<file path="src/rtl/ram_bist_pkg.sv">
// Shared types, default geometry and the test-pattern function for the ram_bist
// self-test initiator.
package ram_bist_pkg;

  localparam int          DEF_ADDR_W = 5;
  localparam int          DEF_DATA_W = 4;
  localparam logic [3:0]  DEF_SEED   = 4'hA;
  // Patterns are computed at this width and truncated by the caller to DATA_W.
  localparam int          PAT_W      = 16;

  typedef enum logic [2:0] {
    ST_IDLE,
    ST_WRITE,
    ST_READ,
    ST_DRAIN,
    ST_DONE
  } state_e;

  function automatic logic [PAT_W-1:0] pattern(input logic [PAT_W-1:0] addr,
                                               input logic [PAT_W-1:0] seed,
                                               input logic             inv);
    return (addr ^ seed) ^ {PAT_W{inv}};
  endfunction

endpackage

</file>
<file path="src/rtl/ram_bist_checker.sv">
// Read-back comparator for ram_bist: delays the issued address/expected data by one
// cycle to line up with registered RAM read data, counts mismatches, records the first.
module ram_bist_checker
  import ram_bist_pkg::*;
#(
  parameter int ADDR_W = DEF_ADDR_W,
  parameter int DATA_W = DEF_DATA_W
) (
  input  logic              clk,
  input  logic              rst,
  input  logic              clear_i,
  input  logic              issue_i,
  input  logic [ADDR_W-1:0] addr_i,
  input  logic [DATA_W-1:0] exp_i,
  input  logic [DATA_W-1:0] rdata_i,
  output logic [ADDR_W+1:0] err_cnt_o,
  output logic [ADDR_W-1:0] first_err_addr_o
);

  logic              vld_q, vld_d;
  logic [ADDR_W-1:0] addr_q, addr_d;
  logic [DATA_W-1:0] exp_q, exp_d;
  logic [ADDR_W+1:0] err_q, err_d;
  logic [ADDR_W-1:0] first_q, first_d;
  logic              seen_q, seen_d;
  logic              mism;

  always_ff @(posedge clk or posedge rst) begin
    if (rst) begin
      vld_q   <= 1'b0;
      addr_q  <= '0;
      exp_q   <= '0;
      err_q   <= '0;
      first_q <= '0;
      seen_q  <= 1'b0;
    end else begin
      vld_q   <= vld_d;
      addr_q  <= addr_d;
      exp_q   <= exp_d;
      err_q   <= err_d;
      first_q <= first_d;
      seen_q  <= seen_d;
    end
  end

  always_comb begin
    vld_d   = issue_i;
    addr_d  = addr_i;
    exp_d   = exp_i;
    err_d   = err_q;
    first_d = first_q;
    seen_d  = seen_q;
    // Case inequality so that X/Z read data is flagged rather than silently passing.
    mism    = vld_q && (rdata_i !== exp_q);
    if (clear_i) begin
      err_d   = '0;
      first_d = '0;
      seen_d  = 1'b0;
    end else if (mism) begin
      if (err_q != '1) err_d = err_q + (ADDR_W+2)'(1);
      if (!seen_q) begin
        first_d = addr_q;
        seen_d  = 1'b1;
      end
    end
  end

  assign err_cnt_o        = err_q;
  assign first_err_addr_o = first_q;

endmodule

</file>
<file path="src/rtl/ram_bist.sv">
// March-style write-all/read-all BIST initiator for a small synchronous RAM.
// Define RAM_BIST_INV_PASS_EN to add a second pass with the inverted pattern.
module ram_bist
  import ram_bist_pkg::*;
#(
  parameter int                ADDR_W = DEF_ADDR_W,
  parameter int                DATA_W = DEF_DATA_W,
  parameter logic [DATA_W-1:0] SEED   = DATA_W'(DEF_SEED)
) (
  input  logic              clk,
  input  logic              rst,
  input  logic              start,
  output logic              busy,
  output logic              done,
  output logic              pass,
  output logic [ADDR_W+1:0] err_cnt,
  output logic [ADDR_W-1:0] first_err_addr,
  output logic              mem_we,
  output logic [ADDR_W-1:0] mem_addr,
  output logic [DATA_W-1:0] mem_wdata,
  input  logic [DATA_W-1:0] mem_rdata
);

  localparam logic [ADDR_W-1:0] LAST_ADDR = '1;

  state_e            state_q, state_d;
  logic [ADDR_W-1:0] cnt_q, cnt_d;
  logic              inv_q, inv_d;
  logic              clear;
  logic [PAT_W-1:0]  pat_full;
  logic [DATA_W-1:0] pat;

  always_ff @(posedge clk or posedge rst) begin
    if (rst) begin
      state_q <= ST_IDLE;
      cnt_q   <= '0;
      inv_q   <= 1'b0;
    end else begin
      state_q <= state_d;
      cnt_q   <= cnt_d;
      inv_q   <= inv_d;
    end
  end

  always_comb begin
    state_d = state_q;
    cnt_d   = cnt_q;
    inv_d   = inv_q;
    clear   = 1'b0;
    case (state_q)
      ST_IDLE, ST_DONE: begin
        if (start) begin
          state_d = ST_WRITE;
          cnt_d   = '0;
          inv_d   = 1'b0;
          clear   = 1'b1;
        end
      end
      ST_WRITE: begin
        cnt_d = cnt_q + ADDR_W'(1);
        if (cnt_q == LAST_ADDR) state_d = ST_READ;
      end
      ST_READ: begin
        cnt_d = cnt_q + ADDR_W'(1);
        if (cnt_q == LAST_ADDR) state_d = ST_DRAIN;
      end
      ST_DRAIN: begin
        cnt_d = '0;
`ifdef RAM_BIST_INV_PASS_EN
        if (!inv_q) begin
          state_d = ST_WRITE;
          inv_d   = 1'b1;
        end else begin
          state_d = ST_DONE;
        end
`else
        state_d = ST_DONE;
`endif
      end
      default: state_d = ST_IDLE;
    endcase
  end

  assign pat_full = pattern(PAT_W'(cnt_q), PAT_W'(SEED), inv_q);
  assign pat      = pat_full[DATA_W-1:0];

  // RAM pins decode straight from state so an asynchronous reset drops mem_we at once.
  assign busy      = (state_q == ST_WRITE) || (state_q == ST_READ) || (state_q == ST_DRAIN);
  assign done      = (state_q == ST_DONE);
  assign mem_we    = (state_q == ST_WRITE);
  assign mem_addr  = ((state_q == ST_WRITE) || (state_q == ST_READ)) ? cnt_q : '0;
  assign mem_wdata = (state_q == ST_WRITE) ? pat : '0;
  assign pass      = done && (err_cnt == '0);

  ram_bist_checker #(
    .ADDR_W (ADDR_W),
    .DATA_W (DATA_W)
  ) u_checker (
    .clk              (clk),
    .rst              (rst),
    .clear_i          (clear),
    .issue_i          (state_q == ST_READ),
    .addr_i           (cnt_q),
    .exp_i            (pat),
    .rdata_i          (mem_rdata),
    .err_cnt_o        (err_cnt),
    .first_err_addr_o (first_err_addr)
  );

endmodule

</file>
<file path="config.mk">
export PLATFORM = sky130hd
export DESIGN_NAME = ram_bist
export DESIGN_NICKNAME = d
export VERILOG_FILES = /design/src/rtl/ram_bist_pkg.sv /design/src/rtl/ram_bist_checker.sv /design/src/rtl/ram_bist.sv
export SDC_FILE = /design/constraint.sdc
export NUM_CORES = 1
export LEC_CHECK = 0
export BUFFER_PORTS_ARGS = -buffer_cell sky130_fd_sc_hd__buf_2
export CAP_MARGIN = 20
export CORE_MARGIN = 3
export CORE_UTILIZATION = 58
export DETAILED_ROUTE_END_ITERATION = 10
export HOLD_SLACK_MARGIN = 0.1
export PLACE_DENSITY = 0.84
export SYNTH_ARGS = -nofsm -noshare
export SYNTH_HDL_FRONTEND = slang
export SYNTH_HIERARCHICAL = 1
export SYNTH_SLANG_ARGS = --single-unit
</file>
<file path="constraint.sdc">
create_clock -name clk -period 3 [get_ports clk]
set_clock_uncertainty 0.15 [all_clocks]
set_input_delay 0.6 -clock clk [delete_from_list [all_inputs] [get_ports clk]]
set_output_delay 0.6 -clock clk [all_outputs]
set_load 0.05 [all_outputs]
</file>
==> results.rst, run 1 <==
.. list-table::
   :header-rows: 1

   * - Metric
     - Value
   * - Root buf cell
     - clkbuf_4
   * - Crit path max-delay family
     - flip-flops
   * - Clock Tree Buf Depth
     - 2
   * - Routability cong.
     - approximately 0.77
   * - Level count of the clock H-tree
     - 2
   * - Dominant cells by area after synthesis
     - dfrtp_1 (50%), xor2_2 (4.2%), mux2i_1 (3.9%)
   * - Hold Vio Cnt, Final
     - 0
   * - Highest-count cells in the layout ignoring fill and taps
     - dfrtp_1 (31), buf_2 (31), nor2_1 (15)
   * - Die width
     - between 50 and 60 um
   * - Critical path start-end classification
     - register to primary output
   * - Area post-placement
     - ~1700 um2
   * - Rel. slew slack
     - 0.454
   * - List of cells traversed by the critical path
     - xnor2_2, nor2_2, and2_1, buf_2
   * - Initial Utilization
     - 0.621
   * - CTS tree
     - yes
   * - RR Startpoint
     - u_checker/err_cnt_o[0]
   * - Pwr per Cell Area
     - 1000 nW/um2
   * - Slowest cell delay on critical path
     - 0.52 ns
   * - Clock latency of the later-clocked register in the worst-skew pair
     - 0.34 ns
   * - R2R cell count
     - 5
   * - Capturing point of the worst reg2reg path
     - u_checker/err_cnt_o[5]
   * - Proportion of layout cells with a drive suffix above 1
     - 0.324
   * - Worst setup SP type
     - register
   * - Height of the die
     - 57.7 um
   * - Total stage count of the critical path
     - 4
   * - Area of combinational cells with multiple inputs
     - approximately 700 um2
   * - Sum of negative setup slack
     - 0 ns
   * - Worst setup EP type
     - primary output
   * - Mapped cell area
     - about 1600 um2
   * - Final standard cell utilization of the core
     - 0.726
   * - Final-layout worst hold slack
     - 0.305 ns
   * - Worst-path clk slew
     - roughly 0.1 ns
   * - Bufs and invs on worst path
     - 1
   * - Post-CTS Setup Inserts
     - 0
   * - Worst setup slack before clock tree synthesis
     - about 0.89 ns
   * - P&R area growth vs syn
     - 17.0%
   * - Status
     - finished, final reports clean
   * - Die area
     - roughly 3300 um2
   * - Timing endpoint of the critical path
     - mem_addr[4]
   * - Storage cell area
     - roughly 780 um2
   * - Worst EP arrival
     - 1.75 ns
   * - Leak pwr
     - slightly above 0.9 nW
   * - Worst min-delay path class
     - register to register
   * - Fraction of the cycle the final worst path needs
     - 0.832
   * - Via count normalized by instance count
     - 5.69
   * - Max-cap viol count
     - 0
   * - Count of buffers inserted at the top-level ports
     - 31
   * - Wirelength per Cell
     - roughly 15 um
   * - Number of standard cells in the layout, taps in and fillers out
     - roughly 200
   * - Proportion of netlist area held by the largest area contributor
     - 0.500
   * - DP Cell Count
     - 194
   * - Slew Limit Fails
     - 0
   * - Core Footprint
     - around 2500 um2
   * - Number of rows created at floorplan
     - 18
   * - Number of global-route vias before repair
     - about 1200
   * - Cell type with the highest aggregate area in the netlist
     - dfrtp_1
   * - Total of flip-flops plus latches after synthesis
     - 31
   * - Actual transition at the worst max-transition pin
     - roughly 0.82 ns
   * - Antenna-violating nets left
     - 0
   * - Layout Cell Area excl Fill
     - about 1800 um2
   * - Most instantiated flip-flop cell in the synthesis netlist
     - dfrtp_1
   * - Worst VDD drop
     - 0.966 mV
   * - Mean area per synthesized cell
     - ~11 um2
   * - # nets final
     - approximately 180
   * - Drt initial violations
     - 26
   * - Number of iterations in the first detailed-routing pass
     - 4
   * - Placed wire-length estimate
     - approximately 2200 um
   * - Number of synthesized flops with an enable pin
     - 0
   * - Number of sinks handled by clock tree synthesis
     - 31
   * - RSZ-0062 raised after global routing
     - false
   * - Number of nets produced by synthesis
     - 146
   * - Maximum net fanout on the critical path
     - 9
   * - Total power draw
     - ~1.8 mW
   * - Post-route DRC
     - 0
   * - Max stage delay cell, worst path
     - dfrtp_1
   * - Worst EP required
     - 2.25 ns
   * - Largest net degree at the start of global routing
     - 24
   * - Least setup slack across all paths after layout
     - between 0.5 and 0.6 ns
   * - Wire length of the first global-routing pass
     - roughly 5400 um
   * - Count of yosys warnings during synthesis
     - 6
   * - Share of synthesized flip-flops with an asynchronous set or reset
     - 1.00
   * - Maximum operating frequency
     - ~400 MHz
   * - Overall track demand over capacity in global routing
     - 0.220
   * - Number of top-level pins
     - 32
   * - Final number of setup-violating endpoints
     - 0
   * - Fill cell instance count of the final layout
     - between 200 and 250
   * - Antenna Cells
     - 0
   * - Routed WL
     - around 3100 um
   * - Sequential cell area fraction in the yosys report
     - 0.500
   * - Leftover overflow at the end of global routing
     - 0
   * - Synthesized netlist cell count
     - ~140
   * - Cell variety after synth
     - 42
   * - Clock period minus final worst setup slack
     - about 2.5 ns
   * - CTS buffer count
     - 5
   * - Via count of the routed design
     - 1155
   * - Reg2reg setup slack
     - around 1.1 ns
   * - Antenna violations before repair
     - 0
   * - Timing startpoint of the critical path
     - state_q[0]
-- layer usage --
layer  GRT usage  part of all wire  vias up
met5           0                 0        -
met4       0.103             0.023        0
met3      0.0780             0.056        9
met2       0.345              0.50       32
met1       0.271              0.42      570
li1            -                 -      544
-- kinds of logic after synthesis --
| group | count (synthesis) | share of synthesized area |
|---|---|---|
| AND/OR/NAND/NOR | 57 | 0.222 |
| adder cells (fa/ha/maj) | 3 | 0.0242 |
| AO/OA/AOI/OAI | 19 | 0.0976 |
| flip-flops | 31 | 0.500 |
| buffers and inverters | 11 | 0.0379 |
| multiplexers | 9 | 0.0605 |
| XOR/XNOR | 6 | 0.0581 |
-- how the worst min path moves through the flow --
stage | from | to | slack [ns] | cells past startpoint
final | cnt_q[4] | u_checker/addr_q[4] | 0.31 | 0
after global routing | start | state_q[2] | 0.31 | 2
after CTS | cnt_q[4] | u_checker/addr_q[4] | 0.31 | 0
after detailed placement | cnt_q[4] | u_checker/addr_q[4] | 0.28 | 0
after global placement | cnt_q[4] | u_checker/addr_q[4] | 0.27 | 0
after floorplan | cnt_q[4] | u_checker/addr_q[4] | 0.24 | 0
-- Yosys cell counts, types with 4 or more instances --
| cell type | n |
|---|---|
| xor2_2 | 4 |
| nand3_1 | 5 |
| inv_1 | 7 |
| nor2_1 | 15 |
| a21oi_1 | 5 |
| nor2b_1 | 4 |
| dfrtp_1 | 31 |
| mux2i_1 | 6 |
| and2_1 | 5 |
| nand2_1 | 4 |
-- layout make-up --
| class | instances | area share |
|---|---|---|
| flip-flops and latches | 31 | 0.427 |
| multi-input cells | 94 | 0.395 |
| repair buffers | 33 | 0.0951 |
| clock buffers | 6 | 0.0283 |
| well taps | 30 | 0.0207 |
| clock inverters | 2 | 0.0193 |
| inverters | 7 | 0.0145 |
-- sequential cells by signal (all words and copies together), names as in the netlist --
signal	count
u_checker/err_cnt_o	7
cnt_q	5
u_checker/addr_q	5
u_checker/first_err_addr_o	5
u_checker/exp_q	4
state_q	3
u_checker/seen_q	1
u_checker/vld_q	1
-- power breakdown --
| group | switching, mW | internal, mW |
|---|---|---|
| logic | 0.582 | 0.250 |
| clock network | 0.141 | 0.197 |
| registers | 0.124 | 0.525 |
-- timing repair --
action / CTS / global route
endpoints found under the hold margin: 8 / 0
gates resized for setup: 0 / 0
hold buffers: 1 / 0
Note: power is estimated with default switching activity, not from simulation.
==> run 2, diff against run 1 <==
CORE_UTILIZATION = 48   (was 58)
PLACE_DENSITY = 0.74   (was 0.84)
clock period = 2.23 ns   (was 3 ns; I/O delays follow)
==> results.rst, run 2 (synthesis results as in run 1) <==
.. list-table::
   :header-rows: 1

   * - Metric
     - Value
   * - Status
     - finished, final reports clean
   * - Slew Limit Fails
     - 0 (unchanged)
   * - CTS tree
     - yes
   * - Worst setup slack before clock tree synthesis
     - 0.263 ns (-0.623 ns)
   * - Final number of setup-violating endpoints
     - 0 (unchanged)
   * - Number of global-route vias before repair
     - 1094 (-5.9%)
   * - Wire length of the first global-routing pass
     - 5220 um (-3.9%)
   * - Via count normalized by instance count
     - 5.28 (-7.2%)
   * - Initial Utilization
     - 0.504 (-0.117)
   * - P&R area growth vs syn
     - 19.3%
   * - Actual transition at the worst max-transition pin
     - 0.522 ns (-0.296 ns)
   * - Number of sinks handled by clock tree synthesis
     - 31 (unchanged)
   * - Routability cong.
     - 0.780 (+1.0%)
   * - Leftover overflow at the end of global routing
     - 0 (unchanged)
   * - Worst-path clk slew
     - 0.09 ns (about the same)
   * - Clock Tree Buf Depth
     - 2 (unchanged)
   * - Number of top-level pins
     - 32 (unchanged)
   * - Pwr per Cell Area
     - 1280 nW/um2 (+28%)
   * - Fill cell instance count of the final layout
     - 264 (+31%)
   * - Max-cap viol count
     - 0 (unchanged)
   * - Final-layout worst hold slack
     - 0.189 ns (-0.116 ns)
   * - Via count of the routed design
     - 1156 (+0.087%)
   * - Count of buffers inserted at the top-level ports
     - 31 (unchanged)
   * - Wirelength per Cell
     - 14.3 um (-6.2%)
   * - Routed WL
     - 3130 um (+1.2%)
   * - CTS buffer count
     - 5 (unchanged)
   * - Highest-count cells in the layout ignoring fill and taps
     - dfrtp_1 (28), buf_2 (25), nor2_1 (15)
   * - Hold Vio Cnt, Final
     - 0 (unchanged)
   * - Level count of the clock H-tree
     - 2 (unchanged)
   * - Capturing point of the worst reg2reg path
     - u_checker/err_cnt_o[3]
   * - Clock latency of the later-clocked register in the worst-skew pair
     - 0.33 ns (about the same)
   * - Worst EP arrival
     - 1.55 ns (-0.20 ns)
   * - Number of iterations in the first detailed-routing pass
     - 4 (unchanged)
   * - Overall track demand over capacity in global routing
     - 0.171 (-0.0489)
   * - Worst min-delay path class
     - input port to register
   * - Worst setup SP type
     - register
   * - Reg2reg setup slack
     - 0.37 ns (-0.72 ns)
   * - # nets final
     - 184 (+1.1%)
   * - Clock period minus final worst setup slack
     - 2.15 ns
   * - Timing endpoint of the critical path
     - mem_addr[4]
   * - Antenna violations before repair
     - 0 (unchanged)
   * - Core Footprint
     - 3080 um2 (+23%)
   * - Antenna-violating nets left
     - 0 (unchanged)
   * - Maximum net fanout on the critical path
     - 9 (unchanged)
   * - Maximum operating frequency
     - between 400 and 500 MHz
   * - Leak pwr
     - 0.924 nW (-0.79%)
   * - Timing startpoint of the critical path
     - state_q[0]
   * - Worst setup EP type
     - primary output
   * - Antenna Cells
     - 0 (unchanged)
   * - Proportion of layout cells with a drive suffix above 1
     - 0.354 (+0.0306)
   * - Worst EP required
     - 1.63 ns (-0.62 ns)
   * - R2R cell count
     - 5 (unchanged)
   * - Root buf cell
     - clkbuf_4
   * - Height of the die
     - 62.9 um (+8.9%)
   * - Rel. slew slack
     - 0.651 (+0.196)
   * - Drt initial violations
     - 38 (+46%)
   * - Die width
     - 62.9 um (+8.9%)
   * - Largest net degree at the start of global routing
     - 24 (unchanged)
   * - Worst VDD drop
     - 1.34 mV (+39%)
   * - Fraction of the cycle the final worst path needs
     - 0.963
   * - Post-route DRC
     - 0 (unchanged)
   * - Die area
     - 3950 um2 (+19%)
   * - Least setup slack across all paths after layout
     - 0.0830 ns (-0.420 ns)
   * - RSZ-0062 raised after global routing
     - false
   * - Most frequent standard cell in the layout excluding fill and tap cells
     - dfrtp_1
   * - Placed wire-length estimate
     - 2270 um (+2.4%)
   * - Number of rows created at floorplan
     - 20 (+2)
   * - Critical path start-end classification
     - register to primary output
   * - Max FFs per register
     - 7 (unchanged)
   * - RR Startpoint
     - u_checker/err_cnt_o[0]
==> run 2: how the worst min path moves through the flow <==
stage / startpoint / to / slack (ns) / depth (start not counted)
3_5_place_dp: cnt_q[4] / u_checker/addr_q[4] / 0.27 / 0
4_1_cts: start / state_q[2] / 0.18 / 2
5_1_grt: start / state_q[2] / 0.18 / 2
3_3_place_gp: rst / state_q[2] / 0.27 / 2
2_1_floorplan: rst / cnt_q[0] / 0.11 / 1
6_report: start / state_q[2] / 0.19 / 2
==> run 2: timing repair <==
action / in CTS / in global routing
setup endpoints to repair: 5 / 9
hold buffers: 1 / 0
endpoints found under the hold margin: 31 / 0
buffers inserted: 0 / 1
gates resized for setup: 7 / 6
==> run 2: cell type report <==
| type | count | area [um2] | share of cell area |
|---|---|---|---|
| clock buffers | 6 | 41.3 | 0.0223 |
| clock inverters | 2 | 12.5 | 0.00676 |
| inverters | 7 | 26.3 | 0.0142 |
| multi-input cells | 94 | 733 | 0.396 |
| flip-flops and latches | 31 | 779 | 0.421 |
| well taps | 44 | 55.1 | 0.0297 |
| repair buffers | 35 | 203 | 0.110 |
==> run 2: critical path, cell delays in order (launching register included) <==
cell and delay, ns:
dfrtp_2 0.51, xnor2_4 0.20, nor2_4 0.17, and2_1 0.15
buf_4 0.19
==> run 2: routing by layer <==
metal / track usage / part of all wire / up-vias
met3: 0.0396 / 0.054 / 7
met1: 0.215 / 0.42 / 562
met2: 0.272 / 0.50 / 37
met5: 0 / 0 / -
met4: 0.0909 / 0.021 / 0
li1: - / - / 550
==> run 2: stage by stage <==
stage	util	TNS (ns)	std cells	total power, mW	cell area, um2
after floorplan	-	-0.152	136	1.76	1550
after global placement	0.567	0	209	1.96	1740
after detailed placement	0.567	0	209	2.00	1740
after CTS	0.593	0	218	2.36	1830
after global routing	0.601	0	219	2.50	1850
final	0.601	0	219	2.37	1850
==> run 2: where the power goes <==
| part | internal, mW | switching, mW |
|---|---|---|
| combinational | 0.387 | 0.789 |
| clock | 0.121 | 0.192 |
| sequential | 0.709 | 0.170 |
==> run 3, diff against run 2 <==
GPL_TIMING_DRIVEN = 0   (was not set)
==> results.rst, run 3 (synthesis results as in run 1) <==
.. list-table::
   :header-rows: 1

   * - Metric
     - Value
   * - Die area
     - 3950 um2 (unchanged)
   * - Clock latency of the later-clocked register in the worst-skew pair
     - 0.34 ns (about the same)
   * - Total power draw
     - 2.48 mW (+4.8%)
   * - Number of top-level pins
     - 32 (unchanged)
   * - Clock period minus final worst setup slack
     - 2.13 ns (-0.0124 ns)
   * - Worst VDD drop
     - 1.16 mV (-13%)
   * - Via count normalized by instance count
     - 5.26 (-0.41%)
   * - Max-cap viol count
     - 0 (unchanged)
   * - Routed WL
     - 2950 um (-5.7%)
   * - Switching component of the power
     - 1.14 mW (-0.55%)
   * - Root buf cell
     - clkbuf_4
   * - Cell-internal power
     - 1.34 mW (+9.9%)
   * - Count of buffers inserted at the top-level ports
     - 31 (unchanged)
   * - CTS tree
     - yes
   * - Cell repeated most along the worst path
     - buf_4
   * - Met2 global-route usage
     - 0.285 (+0.0133)
   * - Worst-case hold path end point
     - state_q[2]
   * - Slowest cell delay on critical path
     - 0.38 ns (-0.13 ns)
   * - Worst-path clk slew
     - 0.09 ns (about the same)
   * - P&R area growth vs syn
     - 22.8%
   * - Storage cell area
     - 776 um2 (-0.48%)
   * - CTS buffer count
     - 5 (unchanged)
   * - Wire length of the first global-routing pass
     - 5260 um (+0.78%)
   * - Pwr per Cell Area
     - 1300 nW/um2 (+1.8%)
   * - Routability cong.
     - 0.834 (+6.9%)
   * - Slew Limit Fails
     - 0 (unchanged)
   * - Max stage delay cell, worst path
     - dfrtp_1
   * - Fill cell instance count of the final layout
     - 272 (+3.0%)
   * - Wirelength per Cell
     - 13.3 um (-6.9%)
   * - Worst min-delay path class
     - input port to register
   * - R2R cell count
     - 5 (unchanged)
   * - Portion of total power attributed to the clock network
     - 0.149 (+0.017)
   * - Worst setup EP type
     - primary output
   * - Worst EP arrival
     - 1.54 ns (about the same)
   * - Hold Vio Cnt, Final
     - 0 (unchanged)
   * - Placed wire-length estimate
     - 2100 um (-7.4%)
   * - Leftover overflow at the end of global routing
     - 0 (unchanged)
   * - Worst EP required
     - 1.63 ns (about the same)
   * - Number of standard cells in the layout, taps in and fillers out
     - 222 (+1.4%)
   * - Final number of setup-violating endpoints
     - 0 (unchanged)
   * - Sequential share of power
     - 0.341 (-0.030)
   * - Final standard cell utilization of the core
     - 0.619 (+0.0179)
   * - Layout Cell Area excl Fill
     - 1910 um2 (+3.0%)
   * - Antenna Cells
     - 0 (unchanged)
   * - Area post-placement
     - 1760 um2 (+1.0%)
   * - Capturing point of the worst reg2reg path
     - u_checker/err_cnt_o[5]
   * - Sum of negative setup slack
     - 0 ns (unchanged)
   * - Number of sinks handled by clock tree synthesis
     - 31 (unchanged)
   * - Number of iterations in the first detailed-routing pass
     - 4 (unchanged)
   * - Number of global-route vias before repair
     - 1153 (+5.4%)
   * - Drt initial violations
     - 45 (+18%)
   * - Leak pwr
     - 0.960 nW (+3.8%)
   * - Global-route layer with the greatest usage
     - met2
   * - Maximum operating frequency
     - 468 MHz (+0.58%)
   * - Least setup slack across all paths after layout
     - 0.0954 ns (+0.0124 ns)
   * - Core Footprint
     - 3080 um2 (unchanged)
   * - Critical path start-end classification
     - register to primary output
   * - Bufs and invs on worst path
     - 2 (+1)
   * - # nets final
     - 187 (+1.6%)
   * - List of cells traversed by the critical path
     - buf_4, xnor2_4, nor2_4, and2_1, buf_4
   * - Worst setup SP type
     - register
   * - Initial Utilization
     - 0.504 (unchanged)
   * - Height of the die
     - 62.9 um (unchanged)
   * - RR Startpoint
     - u_checker/err_cnt_o[0]
   * - Area of combinational cells with multiple inputs
     - 733 um2 (unchanged)
   * - Met1 global-route usage
     - 0.205 (-0.0103)
   * - Post-route DRC
     - 0 (unchanged)
   * - Actual transition at the worst max-transition pin
     - 0.823 ns (+0.300 ns)
   * - Share of total power consumed by net switching
     - 0.461 (-0.0249)
   * - Final-layout worst hold slack
     - 0.184 ns (-0.00511 ns)
   * - Most frequent standard cell in the layout excluding fill and tap cells
     - dfrtp_1
   * - Largest net degree at the start of global routing
     - 24 (unchanged)
   * - Met3 layer usage reported by global route
     - 0.0558 (+0.0162)
   * - Maximum net fanout on the critical path
     - 8 (-1)
   * - Reg2reg setup slack
     - 0.37 ns (about the same)
   * - Via count of the routed design
     - 1167 (+0.95%)
   * - Worst hold path startpoint
     - start
   * - Rel. slew slack
     - 0.451 (-0.200)
   * - Highest-count cells in the layout ignoring fill and taps
     - dfrtp_1 (31), buf_2 (23), nor2_1 (15)
   * - Antenna-violating nets left
     - 0 (unchanged)
   * - Status
     - finished, final reports clean
   * - Crit path max-delay family
     - flip-flops
   * - Combinational fraction of design power
     - 0.510 (+0.014)
   * - Antenna violations before repair
     - 0 (unchanged)
   * - Proportion of layout cells with a drive suffix above 1
     - 0.343 (-0.0116)
   * - Max FFs per register
     - 7 (unchanged)
   * - DP Cell Count
     - 211 (+0.96%)
   * - Number of rows created at floorplan
     - 20 (unchanged)
   * - Die width
     - 62.9 um (unchanged)
   * - Clock Tree Buf Depth
     - 2 (unchanged)
   * - Fraction of the cycle the final worst path needs
     - 0.957 (-0.00558)
   * - Level count of the clock H-tree
     - 2 (unchanged)
   * - Worst setup slack before clock tree synthesis
     - 0.281 ns (+0.0174 ns)
   * - Instance count along the most critical hold path
     - 2 (unchanged)
   * - Overall track demand over capacity in global routing
     - 0.175 (+0.00435)
[run 3: cell count changes in the layout (fill, tap and decap cells not counted), sizes merged]
cell         before  now
clkbuf            7   10
buf              33   34
clkinv            1    0
clkinvlp          1    0
dlygate4sd1       0    1
[run 3: worst max path at each step]
stage	start	end	slack, ns	cells past startpoint
floorplan	state_q[1]	mem_addr[1]	-0.08	3
global route	state_q[1]	mem_wdata[2]	-0.006	6
detailed placement	mem_rdata[1]	u_checker/first_err_addr_o[4]	0.28	5
finish	state_q[1]	mem_addr[0]	0.1	5
global placement	state_q[1]	mem_addr[4]	0.32	5
CTS	state_q[2]	mem_wdata[2]	0.03	5
[run 3: metal layers]
| metal | part of all wire | vias to the layer above | wire (um) |
|---|---|---|---|
| li1 | - | 561 | - |
| met1 | 0.42 | 566 | 1240 |
| met2 | 0.49 | 34 | 1460 |
| met3 | 0.061 | 6 | 181 |
| met4 | 0.023 | 0 | 69 |
| met5 | 0 | - | 0 |
[run 3: layout make-up]
class                   count  share of cell area
plain buffers               4              0.0204
clock buffers               8              0.0361
inverters                   7              0.0138
multi-input cells          94               0.385
flip-flops and latches     31               0.407
well taps                  44              0.0289
repair buffers             34               0.109
[run 3: what timing repair did]
action,in CTS,in global routing
resized for setup,6,12
buffers inserted,0,2
hold buffers,1,0
pin swaps,0,1
endpoints found under the setup margin,5,9
hold endpoints to repair,8,0
[run 3: power groups by stage]
stage / sequential (mW) / clock [mW] / combinational [mW]
finish: 0.847 / 0.370 / 1.27
global route: 0.873 / 0.413 / 1.36
CTS: 0.848 / 0.381 / 1.19
detailed placement: 0.859 / 0 / 1.15
global placement: 0.848 / 0 / 1.13
floorplan: 0.852 / 0 / 0.913
